<file path="src/rtl/mpc_qp_admm_coef_row_reader.sv">
// Coefficient-ROM row reader: sequences one ROM row and streams it out as valid/ready with a last flag.
// Define MPC_COEF_READER_BOUNDS_EN to reject rows that fall outside the populated ROM range.
module mpc_qp_admm_coef_row_reader #(
    parameter int DataWidth    = 18,
    parameter int AddressWidth = 5,
    parameter int AddressRange = 24,
    parameter int LenWidth     = 5
) (
    input  logic                    clk,
    input  logic                    reset,
    input  logic                    start,
    input  logic [AddressWidth-1:0] base,
    input  logic [LenWidth-1:0]     len,
    output logic                    busy,
    output logic                    done,
    output logic [AddressWidth-1:0] rom_address0,
    output logic                    rom_ce0,
    input  logic [DataWidth-1:0]    rom_q0,
    output logic [DataWidth-1:0]    out_data,
    output logic                    out_valid,
    input  logic                    out_ready,
    output logic                    out_last,
    output logic                    err
);

    localparam logic [1:0] S_IDLE  = 2'd0;
    localparam logic [1:0] S_RUN   = 2'd1;
    localparam logic [1:0] S_DRAIN = 2'd2;
    localparam logic [1:0] S_FIN   = 2'd3;

`ifdef MPC_COEF_READER_BOUNDS_EN
    localparam bit BoundsEn = 1'b1;
`else
    localparam bit BoundsEn = 1'b0;
`endif
    localparam logic [LenWidth:0]     RangeL = (LenWidth+1)'(AddressRange);
    localparam logic [AddressWidth:0] RangeA = (AddressWidth+1)'(AddressRange);

    logic [1:0]              state_q, state_d;
    logic [AddressWidth-1:0] base_q, base_d;
    logic [LenWidth-1:0]     len_q, len_d;
    logic [LenWidth-1:0]     issued_q, issued_d;
    logic                    inflight_q, inflight_last_q;
    logic [DataWidth-1:0]    fifo_data_q [2];
    logic                    fifo_last_q [2];
    logic                    wr_ptr_q, rd_ptr_q;
    logic [1:0]              count_q;
    logic                    start_ok, issue, fifo_empty, push, pop, bounds_bad;
    logic [LenWidth:0]       end_addr;

    assign end_addr   = {1'b0, len} + (LenWidth+1)'(base);
    assign bounds_bad = BoundsEn && ((end_addr > RangeL) || ({1'b0, base} >= RangeA));
    assign start_ok   = start && (state_q == S_IDLE);

    // Never more than two words outstanding, so the 2-entry FIFO cannot overflow.
    assign issue = (state_q == S_RUN) && (issued_q != len_q)
                   && ((count_q + {1'b0, inflight_q}) < 2'd2);

    assign rom_ce0      = issue;
    assign rom_address0 = base_q + AddressWidth'(issued_q);

    // An arriving ROM word bypasses the empty FIFO so the first beat costs no extra cycle.
    assign fifo_empty = (count_q == 2'd0);
    assign out_valid  = !fifo_empty || inflight_q;
    assign out_data   = !fifo_empty ? fifo_data_q[rd_ptr_q] : (inflight_q ? rom_q0 : '0);
    assign out_last   = !fifo_empty ? fifo_last_q[rd_ptr_q] : (inflight_q && inflight_last_q);
    assign push       = inflight_q && !(fifo_empty && out_ready);
    assign pop        = !fifo_empty && out_ready;

    assign busy = (state_q == S_RUN) || (state_q == S_DRAIN);
    assign done = (state_q == S_FIN);

    always_comb begin
        state_d  = state_q;
        base_d   = base_q;
        len_d    = len_q;
        issued_d = issued_q;
        case (state_q)
            S_IDLE: begin
                if (start_ok && !bounds_bad) begin
                    base_d   = base;
                    len_d    = len;
                    issued_d = '0;
                    state_d  = (len == '0) ? S_FIN : S_RUN;
                end
            end
            S_RUN: begin
                if (issue) begin
                    issued_d = issued_q + LenWidth'(1);
                    if (issued_d == len_q) state_d = S_DRAIN;
                end
            end
            S_DRAIN: begin
                if (out_valid && out_ready && out_last) state_d = S_FIN;
            end
            default: state_d = S_IDLE;
        endcase
    end

    always_ff @(posedge clk) begin
        if (reset) begin
            state_q         <= S_IDLE;
            base_q          <= '0;
            len_q           <= '0;
            issued_q        <= '0;
            inflight_q      <= 1'b0;
            inflight_last_q <= 1'b0;
            count_q         <= '0;
            wr_ptr_q        <= 1'b0;
            rd_ptr_q        <= 1'b0;
        end else begin
            state_q         <= state_d;
            base_q          <= base_d;
            len_q           <= len_d;
            issued_q        <= issued_d;
            inflight_q      <= issue;
            inflight_last_q <= issue && (issued_q == len_q - LenWidth'(1));
            if (push) wr_ptr_q <= !wr_ptr_q;
            if (pop)  rd_ptr_q <= !rd_ptr_q;
            case ({push, pop})
                2'b10:   count_q <= count_q + 2'd1;
                2'b01:   count_q <= count_q - 2'd1;
                default: count_q <= count_q;
            endcase
        end
    end

    always_ff @(posedge clk) begin
        if (push) begin
            fifo_data_q[wr_ptr_q] <= rom_q0;
            fifo_last_q[wr_ptr_q] <= inflight_last_q;
        end
    end

`ifdef MPC_COEF_READER_BOUNDS_EN
    logic err_q;
    always_ff @(posedge clk) begin
        if (reset) err_q <= 1'b0;
        else       err_q <= start_ok && bounds_bad;
    end
    assign err = err_q;
`else
    assign err = 1'b0;
`endif

endmodule
</file>
<file path="config.mk">
export PLATFORM = sky130hd
export DESIGN_NAME = mpc_qp_admm_coef_row_reader
export DESIGN_NICKNAME = d
export VERILOG_FILES = /design/src/rtl/mpc_qp_admm_coef_row_reader.sv
export SDC_FILE = /design/constraint.sdc
export NUM_CORES = 1
export LEC_CHECK = 0
export CORE_UTILIZATION = 48
export CTS_BUF_LIST = sky130_fd_sc_hd__clkbuf_4 sky130_fd_sc_hd__clkbuf_8
export CTS_CLUSTER_DIAMETER = 50
export DETAILED_ROUTE_END_ITERATION = 12
export GPL_ROUTABILITY_DRIVEN = 1
export PLACE_DENSITY_LB_ADDON = 0.05
export SYNTH_ARGS = -nofsm -noshare
export SYNTH_HDL_FRONTEND = slang
export SYNTH_SLANG_ARGS = --single-unit
</file>
<file path="constraint.sdc">
create_clock -name clk -period 2.04 [get_ports clk]
set_input_delay 0.204 -clock clk [delete_from_list [all_inputs] [get_ports clk]]
set_output_delay 0.204 -clock clk [all_outputs]
set_load 0.02 [all_outputs]
</file>
==> results.tsv <==
metric	value	unit
power.total	4.07	mW
drt_iter0_drc	78	
ys_ff_latch	62	
ys_seq_area_share	53.9	%
fmaxAchievable	0.486	GHz
synth-async-reset-ratio	0	%
tightest_slew	983	ps
die_x	81.2	µm
vias_per_cell	5.18	
finalNonFillerCells	445	
placed_cell_area	3910	µm²
grt_max_degree	25	
endpoint_kind	output port	
drtPass1Iterations	4	
fin_nets	409	
violations	setup timing	
dp_cells	429	
start_util	50.2	%
cts_setup_buffers	0	
status	complete, but fails checks	
critPathRequiredTime	1840	ps
h-tree-depth	3	
drv_slew	0	
grt_antenna_before_repair	0	
seq_power_share	37.0	%
overflow	0	
pwr_density_cell	996	nW/µm²
drive_gt1_share	18.9	%
numCtsBuffers	9	
hold_buffers	0	
fin_area	4090	µm²
slowest_stage	fa_2	
antennaDiodeCount	0	
drc	0	
syn_nets	320	
hold_class	in2reg	
grt_use_total	21.3	%
clockBufferDepth	2	
drt-wirelength-per-cell	14.3	µm
intPower	2.71	mW
worstPathArrival	1850	ps
die_area	6590	µm²
gp_congestion	0.774	
grt_pass1_vias	2277	
numClockSinks	62	
vias	2307	
ys_warn_count	0	
routed_wl	6340	µm
switchingPower	1.36	mW
grt_pass1_wl	10300	µm
synthCells	276	
syn_avg_cell_area	10.9	µm²
min_period	2060	ps
die_h	81.2	µm
max-cap-violations	0	
fin_crit_sh	101	%
crit_fanout	2	
setup_ws	-16.6	ps
clkPwrFrac	24.9	%
finClkSkew	9.30	ps
yosys-top-cells-count	edfxtp_1, nand2_1, dfxtp_1	
synth_area_leaders	edfxtp_1, dfxtp_1, mux2i_1, ha_1, nand3_1	
start_kind	register	
io_buffers	59	
cts_tree	built	
ir_drop	642	µV
relSlewSlack	34.4	%
leakage	1.62	nW
setup_violations	1	
rows	28	
yosysUniqueCellTypes	45	
path_clk_slew	70	ps
whs	411	ps
finalCoreUtilization	68.3	%
clk_latency	330	ps
drtAntennaViolNets	0	
combPwrFrac	38.1	%
syn_to_final_growth	35.9	%
yosysTopAreaCell	edfxtp_1	
core-area	5990	µm²
hpwl	4540	µm
ioPinCount	61	
cpPeakStageDelay	350	ps
switching_share	33.5	%
clockRootBuffer	clkbuf_8	
synth_edf_count	38	
path_cells	ha_2, fa_2, a21o_1, a21oi_2, xnor2_1, buf_4	
rsz0062_at_grt	true	
yosys.area.top_type_share	37.9	%
synth_most_common_cell	edfxtp_1	
path_class	reg2out	
hold_viol_final	0	
netlist_area	3010	µm²
synthFlopType	edfxtp_1	
-- cells in the final DEF (no fill, tap or decap), drive strengths merged, types with 10 or more instances in the layout --
cell and n:
a21oi 19, clkbuf 10, nand3 21, xor2 10
ha 11, clkdlybuf4s50 35, buf 35, edfxtp 38
dfxtp 24, mux2i 21, nand2 25, o21ai 22
dlygate4sd2 19, nor2 19
-- critical path, delay by kind of cell, from the launching register on --
| family | cells | cell delay [ps] |
|---|---|---|
| buffers and inverters | 1 | 160 |
| adder cells (fa/ha/maj) | 2 | 530 |
| XOR/XNOR | 1 | 140 |
| flip-flops | 1 | 330 |
| AO/OA/AOI/OAI | 2 | 350 |
-- kinds of logic after synthesis --
logic type                 count (synthesis)  synth area share, %
adders and majority gates                 12                 5.24
and+or+nand+nor                           86                 13.7
AOI/OAI and AO/OA                         53                 11.0
muxes                                     22                 7.48
DFF                                       62                 53.9
other                                      1                0.125
xor gates and xnor gates                  19                 5.78
buffers and inverters                     21                 2.79
-- cell type report --
class                           count  area (µm²)
Fill cell                         480        1900
Sequential cell                    62        1630
Multi-Input combinational cell    193        1330
Timing Repair Buffer               91         828
Clock buffer                       10         131
Tap cell                           75        93.8
Clock inverter                      6        52.6
Inverter                            8        30.0
-- path summary, 6_finish.rpt --
path | startpoint | endpoint | slack [ps] | depth (start not counted)
setup / recovery | issued_q[0] | rom_address0[4] | -20 | 6
hold / removal | base[3] | base_q[3] | 410 | 3
setup reg to reg | issued_q[1] | state_q[1] | 100 | 7
hold reg to reg | base_q[3] | base_q[3] | 460 | 2
-- sequential cells by signal, summed over array words and instances, names as in the netlist, named ones only --
name / cells
count_q: 2
issued_q: 5
base_q: 5
inflight_q: 1
fifo_last_q: 2
wr_ptr_q: 1
fifo_data_q: 36
state_q: 2
rd_ptr_q: 1
inflight_last_q: 1
len_q: 5
-- power groups by stage --
stage | logic (mW) | registers (mW) | clock network (mW)
floorplan | 0.950 | 1.52 | 0
global route | 1.71 | 1.52 | 1.09
global placement | 1.61 | 1.52 | 0
detailed placement | 1.64 | 1.53 | 0
finish | 1.55 | 1.51 | 1.02
CTS | 1.57 | 1.50 | 1.04
-- per-layer routing --
| layer | global-route usage [%] | up-vias | wire length, µm |
|---|---|---|---|
| met1 | 24.3 | 1095 | 2810 |
| met5 | 0 | - | 0 |
| met3 | 5.06 | 10 | 188 |
| met2 | 38.0 | 39 | 3240 |
| li1 | - | 1163 | - |
| met4 | 8.57 | 0 | 108 |
-- timing repair --
action                                  CTS  global route
pin swaps                                 1             2
gates resized for setup                  41             8
endpoints found under the setup margin   24             6
-- per-stage QoR --
stage | setup slack (ps) | setup TNS, ps
3_5_place_dp | -194 | -263
5_1_grt | -108 | -121
2_1_floorplan | -34.3 | -1300
4_1_cts | -31.1 | -31.1
6_report | -16.6 | -16.6
3_3_place_gp | -144 | -193
Power figures use the tool's default switching activity.
